==> src/rtl/sb_tx_serializer.sv <==
// Sideband transmit serializer: shifts one 64-bit packet out LSB first and enforces a GAP_UI idle gap between packets.
// Optional build macro SB_SER_PKT_CNT_EN adds a 16-bit transmitted-packet counter output (o_pkt_cnt).
module sb_tx_serializer #(
  parameter int PKT_W  = 64,
  parameter int GAP_UI = 32
) (
  input  logic             i_clk,
  input  logic             i_rst_n,
  input  logic [PKT_W-1:0] i_packet,
  input  logic             i_packet_valid,
  output logic             o_ready,
  output logic             o_txdata_sb,
  output logic             o_txclk_en,
  output logic             o_ser_done,
  output logic             o_busy
`ifdef SB_SER_PKT_CNT_EN
  ,
  output logic [15:0]      o_pkt_cnt
`endif
);

  typedef enum logic [1:0] {
    ST_IDLE  = 2'd0,
    ST_SHIFT = 2'd1,
    ST_GAP   = 2'd2
  } state_e;

  localparam logic [6:0] BIT_LAST   = 7'(PKT_W - 1);
  localparam logic [6:0] BIT_PENULT = 7'(PKT_W - 2);
  localparam logic [7:0] GAP_LAST   = 8'(GAP_UI - 1);

  state_e           state_q;
  // Bit 0 goes straight to the line on accept, so only bits 1..PKT_W-1 are held here.
  logic [PKT_W-2:0] shreg_q;
  logic [6:0]       bit_cnt_q;
  logic [7:0]       gap_cnt_q;
  logic             txdata_q;
  logic             txclk_en_q;
  logic             ser_done_q;
  logic             busy_q;
  logic             ready_s;
  logic             accept_s;

  // Ready is open in IDLE and in the final GAP cycle so back-to-back packets see exactly GAP_UI idle UI.
  always_comb begin
    ready_s  = 1'b0;
    accept_s = 1'b0;
    if ((state_q == ST_IDLE) || ((state_q == ST_GAP) && (gap_cnt_q == GAP_LAST))) begin
      ready_s = 1'b1;
    end else begin
      ready_s = 1'b0;
    end
    if (ready_s && i_packet_valid) begin
      accept_s = 1'b1;
    end else begin
      accept_s = 1'b0;
    end
  end

  // Serializer FSM with registered line outputs.
  always_ff @(posedge i_clk or negedge i_rst_n) begin
    if (!i_rst_n) begin
      state_q    <= ST_IDLE;
      shreg_q    <= '0;
      bit_cnt_q  <= 7'd0;
      gap_cnt_q  <= 8'd0;
      txdata_q   <= 1'b0;
      txclk_en_q <= 1'b0;
      ser_done_q <= 1'b0;
      busy_q     <= 1'b0;
    end else if (accept_s) begin
      state_q    <= ST_SHIFT;
      shreg_q    <= i_packet[PKT_W-1:1];
      bit_cnt_q  <= 7'd0;
      gap_cnt_q  <= 8'd0;
      txdata_q   <= i_packet[0];
      txclk_en_q <= 1'b1;
      ser_done_q <= 1'b0;
      busy_q     <= 1'b1;
    end else begin
      case (state_q)
        ST_IDLE: begin
          txdata_q   <= 1'b0;
          txclk_en_q <= 1'b0;
          ser_done_q <= 1'b0;
          busy_q     <= 1'b0;
        end
        ST_SHIFT: begin
          if (bit_cnt_q == BIT_LAST) begin
            state_q    <= ST_GAP;
            gap_cnt_q  <= 8'd0;
            txdata_q   <= 1'b0;
            txclk_en_q <= 1'b0;
            ser_done_q <= 1'b0;
            busy_q     <= 1'b1;
          end else begin
            shreg_q    <= shreg_q >> 1;
            bit_cnt_q  <= bit_cnt_q + 7'd1;
            txdata_q   <= shreg_q[0];
            ser_done_q <= (bit_cnt_q == BIT_PENULT);
          end
        end
        ST_GAP: begin
          if (gap_cnt_q == GAP_LAST) begin
            state_q   <= ST_IDLE;
            gap_cnt_q <= 8'd0;
            busy_q    <= 1'b0;
          end else begin
            gap_cnt_q <= gap_cnt_q + 8'd1;
          end
        end
        default: begin
          state_q    <= ST_IDLE;
          txdata_q   <= 1'b0;
          txclk_en_q <= 1'b0;
          ser_done_q <= 1'b0;
          busy_q     <= 1'b0;
        end
      endcase
    end
  end

`ifdef SB_SER_PKT_CNT_EN
  logic [15:0] pkt_cnt_q;

  // Debug count of completed packets, bumped the cycle after each done pulse; wraps naturally.
  always_ff @(posedge i_clk or negedge i_rst_n) begin
    if (!i_rst_n) begin
      pkt_cnt_q <= 16'd0;
    end else if (ser_done_q) begin
      pkt_cnt_q <= pkt_cnt_q + 16'd1;
    end else begin
      pkt_cnt_q <= pkt_cnt_q;
    end
  end

  assign o_pkt_cnt = pkt_cnt_q;
`endif

  assign o_ready     = ready_s;
  assign o_txdata_sb = txdata_q;
  assign o_txclk_en  = txclk_en_q;
  assign o_ser_done  = ser_done_q;
  assign o_busy      = busy_q;

endmodule

==> config.mk <==
export PLATFORM = sky130hd
export DESIGN_NAME = sb_tx_serializer
export DESIGN_NICKNAME = d
export VERILOG_FILES = /design/src/rtl/sb_tx_serializer.sv
export SDC_FILE = /design/constraint.sdc
export NUM_CORES = 1
export LEC_CHECK = 0
export CORE_MARGIN = 4
export CORE_UTILIZATION = 25
export DETAILED_ROUTE_END_ITERATION = 7
export PLACE_DENSITY = 0.49
export SYNTH_ARGS = -nofsm -noshare
export SYNTH_HDL_FRONTEND = slang
export SYNTH_SLANG_ARGS = --single-unit
==> constraint.sdc <==
create_clock -name i_clk -period 1.9 [get_ports i_clk]
set_input_delay 0.38 -clock i_clk [delete_from_list [all_inputs] [get_ports i_clk]]
set_output_delay 0.38 -clock i_clk [all_outputs]
set_load 0.02 [all_outputs]
==> After elaboration in Yosys (flattened, before gate mapping) <==
Cells that the tools add are included.
{ "totals": {"reg_bits": 84, "input_bits": 67, "output_inout_bits": 5, "elab_cells": 60} }
{ "classes": {"addsub": 2, "n_reduce_logical": 11, "eq_ne": 10, "muxes": 29} }
{ "ops": {"columns": ["op", "n"], "rows": [
  ["$mux 63", 3],
  ["$mux 8", 3],
  ["$mux 7", 3],
  ["$pmux 8 s2", 1],
  ["$eq 7x6->1 const B", 2],
  ["$mux 1", 11],
  ["$add 8x1->8 const B", 1],
  ["$eq 8x5->1 const B", 1],
  ["$pmux 1 s2", 4],
  ["$reduce_and 2->1", 4],
  ["$add 7x1->7 const B", 1],
  ["$mux 2", 3],
  ["$ne 2x2->1 const B", 3],
  ["$pmux 2 s3", 1],
  ["$ne 3x2->1 const B", 1],
  ["$ne 3x3->1 const B", 1],
  ["$reduce_and 3->1", 1],
  ["$reduce_bool 3->1", 1],
  ["$eq 2x1->1 const B", 1],
  ["$eq 2x2->1 const B", 1],
  ["$logic_and 1x1->1", 2],
  ["$logic_not 2->1", 1],
  ["$reduce_bool 2->1", 1],
  ["$logic_or 1x1->1", 1]
]} }

==> Logic depth before layout (Yosys ltp) <==
Gate-level depths: netlist of run 1.
{ "logic_depth": {"word_depth": 8, "depth_mapped": 7, "ltp_nobuf": 5} }

==> Least setup slack after synthesis of run 1 <==
OpenSTA, ideal clock, no wires.
{ "synth_path": {"path_kind": "register to output", "from": "register gap_cnt_q[5]", "to": "output port o_ready", "slack_ns": -0.185, "stages_incl_launch_ff": 7, "path_buffers": 3, "t_arrival_ns": 1.705, "required_time_ns": 1.520, "path_cell_list": "dfrtp_1 > buf_6 > or3_4 > o21ai_2 > buf_2 > buf_4 > nor2b_1"} }
{ "synth_between": {"elab_chain_cells": 4} }
{ "synth_rtl": {"columns": ["element", "line_no", "text"], "rows": [
  ["start, declared", "36", "logic [7:0] gap_cnt_q;"],
  ["start signal, assigned", "109", "gap_cnt_q <= gap_cnt_q + 8'd1;"],
  ["$eq 8x5->1", "48", "if ((state_q == ST_IDLE) || ((state_q == ST_GAP) && (gap_cnt_q == GAP_LAST))) begin"],
  ["$logic_and 1x1->1", "48", null],
  ["$logic_or 1x1->1", "48", null],
  ["$mux 1", "48", null],
  ["end, declared", "11", "output logic o_ready,"]
]} }
Every way passes these cells.

==> Worst setup path in the final report of run 1 <==
{ "layout_path": {"from": "register bit_cnt_q[1]", "to": "register gap_cnt_q[6]"} }
{ "layout_between": {"elab_chain_cells": 3} }
{ "layout_rtl": {"columns": ["element", "line_no", "text"], "rows": [
  ["start, declared", "35", "logic [6:0] bit_cnt_q;"],
  ["start signal, assigned", "98", "bit_cnt_q <= bit_cnt_q + 7'd1;"],
  ["$eq 7x6->1", "89", "if (bit_cnt_q == BIT_LAST) begin"],
  ["$ne 3x3->1 (no source line)", null, null],
  ["$reduce_and 2->1 (no source line)", null, null]
]} }
Every way passes these cells.
A chain may end at the register's enable or synchronous reset.

==> out/metrics.cfg, run 1 <==
[cts]
clkLatencyLatePin_ps = 340
cts_max_path_buffers = 2
cts_inserted_buffers = 9
clockRootBuffer = clkbuf_16
h-tree-depth = 3
cts_tree = yes
holdBufCountCts = 0
cts.sinks = 84
path_clk_slew_ps = 60

[status]
status = complete, but fails checks
violations = setup timing

[critical_path]
cp_max_fo = 8
worst_setup_path_end_kind = register
crit_path_start_kind = register
critPathTopFamily = simple AND/OR/NAND/NOR gates
critPathKind = register to register
slowest_delay_ps = 550
crit_arrival_ps = 2120
slowest_stage = nor4bb_1
cp_cell_sequence = ha_1, nor4bb_1, a211oi_2, buf_4, o21ai_0, o21ai_0
crit_buf_inv = 1
cpMostUsedCell = o21ai_0
required_ps = 2110

[power]
cellLeakagePower_nw = 2.458
ir_drop_uv = 497.1
power_density_nw_per_um2 = 1353
power_mw = 7.222

[timing]
holdWs_ps = 45.32
setup_viol = 1
setup_ws_ps = -2.729
rsz0062_at_grt = yes
min_period_ps = 1903
clock_skew_ps = 6.201
relSlewSlack = 0.6152
fmax_ghz = 0.5256
slew_viol_final = 0
min_period_over_period = 1.001
setup_tns_ps = -2.729
tightest_slew_ps = 569.4
hold_viol_final = 0

[drt]
top_layer_used = met4
drc = 0
met1_length_um = 5210
wl_um = 10380
ant_nets = 0
num_vias = 3177
wl_met3_um = 496
met2_length_um = 4508
viasPerCell = 4.941
wl_per_cell_um = 16.14
drt_iter0_drc = 227
dr.pass1.iters = 6

[place]
numPortBuffers = 71
dp.cells = 626
post_dp_cell_area_um2 = 5037
pre_cts_slack_ps = -121.3
dpl.hpwl_um = 6847
gp_congestion = 0.8724

[synth]
yosysWarningCount = 0
async_reset_ff_frac = 1.000
ys.flop_type = dfrtp_1
yosysTopAreaCellShare = 0.5397
synth_area_leaders = dfrtp_1 (54%), a221o_1 (14%), and3_1 (9.0%)
synth_compound_area_frac = 0.2114
yosys.area.top_type = dfrtp_1
synth_cells = 342
synth_fp_nets = 412
synth-seq-area-share = 0.5397
syn_area_um2 = 3895
synth-xor-area-share = 0.008995
synth-simple-area-share = 0.1622
synthMuxAreaShare = 0.02088
synth.avg_cell_area_um2 = 11.39
synth_top_family_by_area = compound AO/OA/AOI/OAI gates
synth.distinct_cells = 41
synth_adder_area_share = 0.009637
synth-seq-cells = 84
synth_edf_count = 0

[cells_and_area]
fillers = 1518
syn_to_final_growth_pct = 37.07
layout-drive-gt1-share = 0.1389
final_nets = 497
diodes = 0
stdcell_area_um2 = 5339
instances_no_fill = 643
final_util = 0.3499

[flow_run]
cap_violations = 0

[die]
initial_core_util = 0.2553
die_w_um = 132.8
core_area_um2 = 15260
row_count = 45
die-area_um2 = 17640
dieHeight_um = 132.8
ioPinCount = 72

[grt]
grt-ovfl-total = 0
grt_pass1_vias = 3217
grt_usage = 0.1204
grt_pass1_wl_um = 17000
grt_max_degree = 85
antenna_found_initial = 0

[worst_hold_path]
hold_class = primary input to async pin

-- sequential cells by signal, indices dropped and copies added, names as in the netlist --
| signal | flops |
|---|---|
| shreg_q | 63 |
| gap_cnt_q | 8 |
| bit_cnt_q | 7 |
| state_q | 2 |
| o_busy | 1 |
| o_ser_done | 1 |
| o_txclk_en | 1 |
| o_txdata_sb | 1 |
-- cells by family after synthesis --
kind of cell | Yosys count
compound gates | 98
simple gates | 109
fa+ha+maj | 3
buf+inv | 36
mux | 8
flops | 84
xor+xnor | 4
-- cell usage after synthesis (all sizes together) (6+ instances only) --
library cell / instances
and3: 56
clkbuf: 15
nor2: 6
a221o: 56
dfrtp: 84
mux2i: 7
a21oi: 8
nand3: 14
buf: 16
o21ai: 22
nand2: 13
-- cell usage in the layout, fill, tap and decap left out, drive strengths merged, types with 3 or more instances in the layout --
master          n
a21oi           8
a221o          56
a31oi           3
and3           56
buf            36
clkbuf         12
clkdlybuf4s50  69
dfrtp          84
ha              3
inv             7
mux2i           7
nand2          13
nand3          14
nand4           4
nor2            6
nor2b           5
o21ai          22
-- routing by layer --
metal	GRT usage	up-vias
li1	-	1508
met1	0.1723	1564
met2	0.1727	93
met3	0.03156	12
met4	0.04792	0
met5	0	-
-- final timing paths --
| path | cells past startpoint | to | from | slack, ps |
|---|---|---|---|---|
| setup / recovery | 6 | gap_cnt_q[6] | bit_cnt_q[1] | -3 |
| max in group asynchronous | 2 | shreg_q[58] | i_rst_n | 1450 |
| hold / removal | 2 | gap_cnt_q[2] | i_rst_n | 50 |
| setup reg to reg | 6 | gap_cnt_q[6] | bit_cnt_q[1] | -3 |
| hold reg to reg | 1 | shreg_q[28] | shreg_q[29] | 500 |
| min in group i_clk | 1 | shreg_q[28] | shreg_q[29] | 500 |
-- power by group --
group | leakage, nW | internal (mW) | switching, mW
Combinational | 1.25 | 1.38 | 1.10
Clock | 0.140 | 0.965 | 0.726
Sequential | 1.06 | 2.55 | 0.504
Total | 2.46 | 4.89 | 2.33
-- layout make-up --
| type | count | area, µm² | share of cell area |
|---|---|---|---|
| Clock buffer | 12 | 256.5 | 0.04804 |
| Timing Repair Buffer | 105 | 1018 | 0.1908 |
| Tap cell | 211 | 264.0 | 0.04945 |
| Clock inverter | 4 | 30.03 | 0.005625 |
| Sequential cell | 84 | 2102 | 0.3937 |
| Multi-Input combinational cell | 222 | 1649 | 0.3089 |
| Inverter | 5 | 18.77 | 0.003515 |
-- worst register-to-register path: stages, from the launching register on --
cell	delay [ps]
dfrtp_1	390
ha_1	210
nor4bb_1	550
a211oi_2	150
buf_4	190
o21ai_0	180
o21ai_0	110
-- repair_timing --
item                                    4_1_cts  5_1_grt
gates resized for setup                       6        2
pin swaps                                     0        1
setup buffers                                 0        1
cloned                                        0        0
endpoints found under the setup margin        1       65
No activity file was read; power rests on OpenSTA's default activity.
==> inputs of run 2 (changes only) <==
--- a/config.mk
+++ b/config.mk
@@ -7,6 +7,7 @@
 export LEC_CHECK = 0
 export CORE_MARGIN = 4
 export CORE_UTILIZATION = 25
+export CTS_BUF_LIST = sky130_fd_sc_hd__clkbuf_4 sky130_fd_sc_hd__clkbuf_8
 export DETAILED_ROUTE_END_ITERATION = 7
 export PLACE_DENSITY = 0.49
 export SYNTH_ARGS = -nofsm -noshare
==> run 2 against run 1 <==
Net effect: critical path depth fell by 2; utilization fell by 0.64 points; sequential power barely moved; routed wire length fell by 1.1%; the flow still finishes with violations (setup timing); combinational power barely moved; final area fell by 1.8%; highest routed layer unchanged; maximum frequency fell by 1.3%; register-to-register slack improved by 30 ps; clock skew rose by 4.3 ps; non-clock buffer count did not move.
==> out/metrics.cfg, run 2 (synthesized netlist as in run 1, its figures left out) <==
[cts]
h-tree-depth = 3
cts_tree = yes
cts_max_path_buffers = 2
path_clk_slew_ps = 80
clockRootBuffer = clkbuf_8
cts.sinks = 84
clkLatencyLatePin_ps = 370
cts_inserted_buffers = 9
holdBufCountCts = 0

[worst_hold_path]
hold_class = primary input to async pin

[timing]
fmax_ghz = 0.5189
setup_viol = 1
slew_viol_final = 0
clock_skew_ps = 10.50
hold_viol_final = 0
min_period_ps = 1927
min_period_over_period = 1.014
rsz0062_at_grt = yes
relSlewSlack = 0.6241
tightest_slew_ps = 556.2
setup_ws_ps = -27.28

[die]
initial_core_util = 0.2553
core_area_um2 = 15260
die-area_um2 = 17640
row_count = 45
ioPinCount = 72
dieHeight_um = 132.8
die_w_um = 132.8

[drt]
drc = 0
viasPerCell = 4.913
num_vias = 3159
dr.pass1.iters = 4
wl_um = 10260
ant_nets = 0
drt_iter0_drc = 248
wl_per_cell_um = 15.96

[cells_and_area]
largest_reg_flops = 63
diodes = 0
syn_to_final_growth_pct = 34.56
seqCellArea_um2 = 2102
top_register = shreg_q
multi_input_area_um2 = 1649
reg_top3 = shreg_q x63, gap_cnt_q x8, bit_cnt_q x7
final_nets = 497
fillers = 1527
final_util = 0.3435
layout-drive-gt1-share = 0.1412
layout_commonest_cell = dfrtp_1
layout_common_cells = dfrtp_1 (84), clkdlybuf4s50_1 (69), and3_1 (56), a221o_1 (56), buf_4 (30)

[flow_run]
cap_violations = 0

[critical_path]
critPathKind = register to primary output
crit_path_start_kind = register
cp_cell_sequence = or3_4, o21ai_4, nor2b_4, buf_6
slowest_stage = or3_4
crit_arrival_ps = 1550
crit_buf_inv = 1
cp_max_fo = 2
critPathTopFamily = simple AND/OR/NAND/NOR gates
slowest_delay_ps = 400
required_ps = 1520
worst_setup_path_end_kind = primary output

[place]
gp_congestion = 0.8724
numPortBuffers = 71
pre_cts_slack_ps = -121.3
dpl.hpwl_um = 6847

[grt]
grt_pass1_wl_um = 16960
grt-ovfl-total = 0
grt_pass1_vias = 3217
grt_max_degree = 85
antenna_found_initial = 0
grt_usage = 0.1194

[power]
power_mw = 6.758
power_density_nw_per_um2 = 1289
ir_drop_uv = 426.7
cellLeakagePower_nw = 2.415

[status]
violations = setup timing
status = complete, but fails checks

[run 2: cell counts in the layout (fill, tap and decap cells not counted)]
Identical to the previous run, type by type.
[run 2: worst register-to-register path: stages, from the launching register on]
cell      delay (ps)
dfrtp_1          400
ha_1             200
nor4bb_1         540
a211oi_2         140
buf_4            190
o21ai_0          180
o21ai_0          100
[run 2: worst paths after layout]
kind	startpoint	endpoint	slack, ps	cells past startpoint
max	gap_cnt_q[5]	o_ready	-30	4
min	i_rst_n	gap_cnt_q[2]	30	2
max reg2reg	bit_cnt_q[1]	gap_cnt_q[6]	30	6
min reg2reg	shreg_q[29]	shreg_q[28]	510	1
max in group asynchronous	i_rst_n	shreg_q[9]	1500	2
min in group i_clk	shreg_q[29]	shreg_q[28]	510	1
[run 2: where the power goes]
| group | internal, mW | switching, mW | total, mW |
|---|---|---|---|
| combinational | 1.38 | 1.09 | 2.47 |
| sequential | 2.55 | 0.502 | 3.05 |
| clock | 0.569 | 0.670 | 1.24 |
| total | 4.49 | 2.27 | 6.76 |
[run 2: stage by stage]
step	hold slack, ps	setup TNS, ps	area [µm²]	instances
detailed placement	464.5	-532.7	5037	626
global placement	455.1	-334.0	5037	626
global route	49.84	-192.1	5241	643
CTS	57.45	-64.38	5228	642
floorplan	84.41	0	3916	342
finish	31.45	-27.28	5241	643
[run 2: area by class of cell]
| class | instances | share of cell area |
|---|---|---|
| clock buffers | 12 | 0.03032 |
| repair buffers | 105 | 0.1943 |
| flip-flops and latches | 84 | 0.4011 |
| multi-input cells | 222 | 0.3146 |
| clock inverters | 4 | 0.005729 |
| inverters | 5 | 0.003581 |
| well taps | 211 | 0.05037 |
[run 2: repair_timing]
item / CTS / global route
pin swaps: 0 / 1
setup endpoints to repair: 1 / 66
setup buffers: 0 / 1
gates resized for setup: 6 / 2
[run 2: layer usage]
metal / vias to the layer above / routed length [µm] / global-route usage
met4: 0 / 195 / 0.04792
met2: 81 / 4424 / 0.1721
li1: 1510 / - / -
met5: - / 0 / 0
met3: 15 / 503 / 0.02928
met1: 1553 / 5140 / 0.1714
==> inputs of run 3 (changes only) <==
--- a/config.mk
+++ b/config.mk
@@ -5,11 +5,12 @@
 export SDC_FILE = /design/constraint.sdc
 export NUM_CORES = 1
 export LEC_CHECK = 0
+export ABC_AREA = 1
 export CORE_MARGIN = 4
-export CORE_UTILIZATION = 25
+export CORE_UTILIZATION = 50
 export CTS_BUF_LIST = sky130_fd_sc_hd__clkbuf_4 sky130_fd_sc_hd__clkbuf_8
 export DETAILED_ROUTE_END_ITERATION = 7
-export PLACE_DENSITY = 0.49
+export PLACE_DENSITY = 0.82
 export SYNTH_ARGS = -nofsm -noshare
 export SYNTH_HDL_FRONTEND = slang
 export SYNTH_SLANG_ARGS = --single-unit
==> run 3 against run 2 <==
Net effect: the run now ends clean; largest power group unchanged; critical path depth rose by 2; combinational power fell by 91%; maximum frequency rose by 4.4%; clock power barely moved; non-clock buffer count fell by 10; global-route usage rose by 8.4 points; sequential power fell by 41%; clock-buffer cell count fell by 2; highest routed layer unchanged; cell count rose by 3.7%.
==> out/metrics.cfg, run 3 <==
[status]
status = finished, final reports clean

[critical_path]
cp_max_fo = 3
slowest_stage = dfrtp_1
slowest_delay_ps = 390
critPathKind = register to primary output
crit_path_start_kind = register
crit_arrival_ps = 1470
required_ps = 1520
worst_setup_path_end_kind = primary output
cp_cell_sequence = ha_1, nand2_1, nor2_2, nand4_1, nand2_2, buf_4

[place]
dp.cells = 648
numPortBuffers = 71
gp_congestion = 0.8169
dpl.hpwl_um = 6772

[cts]
cts_max_path_buffers = 2
cts.sinks = 84
h-tree-depth = 3
path_clk_slew_ps = 80
cts_inserted_buffers = 9
clkLatencyLatePin_ps = 350
clockRootBuffer = clkbuf_8
cts_tree = yes

[die]
die-area_um2 = 10040
ioPinCount = 72
row_count = 33
dieHeight_um = 100.2
die_w_um = 100.2
initial_core_util = 0.5148
core_area_um2 = 8258

[timing]
setup_viol = 0
min_period_over_period = 0.9719
slew_viol_final = 0
tightest_slew_ps = 576.6
min_period_ps = 1847
rsz0062_at_grt = yes
hold_viol_final = 0
relSlewSlack = 0.6156
clock_skew_ps = 10.24
fmax_ghz = 0.5415

[drt]
num_vias = 3780
dr.pass1.iters = 4
wl_per_cell_um = 15.18
ant_nets = 0
viasPerCell = 5.667
drc = 0
wl_um = 10130
drt_iter0_drc = 248

[cells_and_area]
layout_common_cells = nand3_1 (180), nand2_1 (98), dfrtp_1 (84), clkdlybuf4s50_1 (68), nand3_2 (32)
diodes = 0
syn_to_final_growth_pct = 25.04
largest_reg_flops = 63
top_register = shreg_q
layout-drive-gt1-share = 0.1495
reg_top3 = shreg_q x63, gap_cnt_q x8, bit_cnt_q x7
instances_no_fill = 667
final_nets = 630
layout_commonest_cell = nand3_1
final_util = 0.6438

[synth]
synth.avg_cell_area_um2 = 8.712
synth_area_leaders = dfrtp_1 (49%), nand3_1 (21%), nand2_1 (8.7%)
yosysMostFrequentCell = nand3_1
ys.flop_type = dfrtp_1
synth-seq-area-share = 0.4944
syn_area_um2 = 4252
synth.distinct_cells = 28
synth_fp_nets = 558
yosysWarningCount = 0
async_reset_ff_frac = 1.000
synth_common_cells = nand3_1 (180), nand2_1 (98), dfrtp_1 (84)
yosys.area.top_type = dfrtp_1
yosysTopAreaCellShare = 0.4944
synth_edf_count = 0
synth-seq-cells = 84
synth_cells = 488

[power]
ir_drop_uv = 382.1
power_density_nw_per_um2 = 607.6
cellLeakagePower_nw = 2.497

[grt]
antenna_found_initial = 0
grt_max_degree = 57
grt-ovfl-total = 0
grt_pass1_wl_um = 16640
grt_usage = 0.2038
grt_pass1_vias = 3654

[flow_run]
cap_violations = 0

[worst_hold_path]
hold_class = primary input to register

==> run 3: cell types whose count changed in the layout (fill, tap and decap cells not counted), moves of 11 or more <==
cell,previous run,this run
and3_1,56,0
a221o_1,56,0
o21ai_0,19,7
nand3_2,0,32
nand3_1,14,180
buf_4,30,19
nand2_1,13,98
==> run 3: worst paths after layout <==
kind                           startpoint           end  slack, ps  cells after the start
min                        i_packet_valid    shreg_q[0]        390                      3
min in group asynchronous         i_rst_n  gap_cnt_q[0]        480                      2
max in group asynchronous         i_rst_n   shreg_q[13]        790                      3
min reg2reg                   shreg_q[44]   shreg_q[43]        490                      2
max                          gap_cnt_q[1]       o_ready         50                      6
max reg2reg                  gap_cnt_q[1]   shreg_q[42]         80                     10
==> run 3: layout make-up <==
type | instances | area [µm²]
multi-input combinational | 351 | 1874
sequential | 84 | 2102
timing repair buffer | 95 | 957.2
clock inverter | 3 | 40.04
tap | 105 | 131.4
inverter | 19 | 73.82
clock buffer | 10 | 137.6
fill | 689 | 2942
==> run 3: cells by family after synthesis <==
logic type      Yosys count  share of synthesized area
compound gates           10                    0.01295
xor+xnor                  4                   0.008239
fa+ha+maj                 3                   0.008830
buf+inv                  54                    0.06710
flops                    84                     0.4944
simple gates            333                     0.4085
==> run 3: report_power, final <==
part           internal [mW]  leakage [nW]  switching (mW)
clock                  0.618        0.0939           0.610
combinational          0.126          1.35          0.0912
sequential              1.79          1.05               0
total                   2.53          2.50           0.701
==> run 3: routing by layer <==
metal | global-route usage | part of all wire | vias up
met5 | 0 | 0 | -
li1 | - | - | 1805
met2 | 0.3262 | 0.49 | 134
met4 | 0.06736 | 0.014 | 0
met1 | 0.2802 | 0.44 | 1826
met3 | 0.03892 | 0.060 | 15
==> run 3: stage by stage <==
step	instance area [µm²]	hold slack [ps]	setup slack [ps]	power (mW)	TNS [ps]
finish	5316	394.1	53.37	3.230	0
global route	5316	405.2	-41.90	3.320	-102.0
CTS	5251	378.0	23.89	3.243	0
detailed placement	5065	321.6	-29.13	2.039	-59.71
global placement	5065	320.8	51.95	2.038	0
floorplan	4252	84.41	368.9	1.845	0
==> run 3: what timing repair did <==
item / in CTS / in global routing
endpoints found under the hold margin: 26 / 0
gates cloned: 0 / 2
hold buffers: 1 / 0
setup endpoints to repair: 26 / 34
setup buffers: 0 / 3
resized for setup: 5 / 4
==> run 3: critical path, delay by kind of cell, from the launching register on <==
| family | cells | cell delay [ps] |
|---|---|---|
| adders and majority gates | 1 | 180 |
| buffers and inverters | 1 | 140 |
| DFF | 1 | 390 |
| and+or+nand+nor | 4 | 420 |
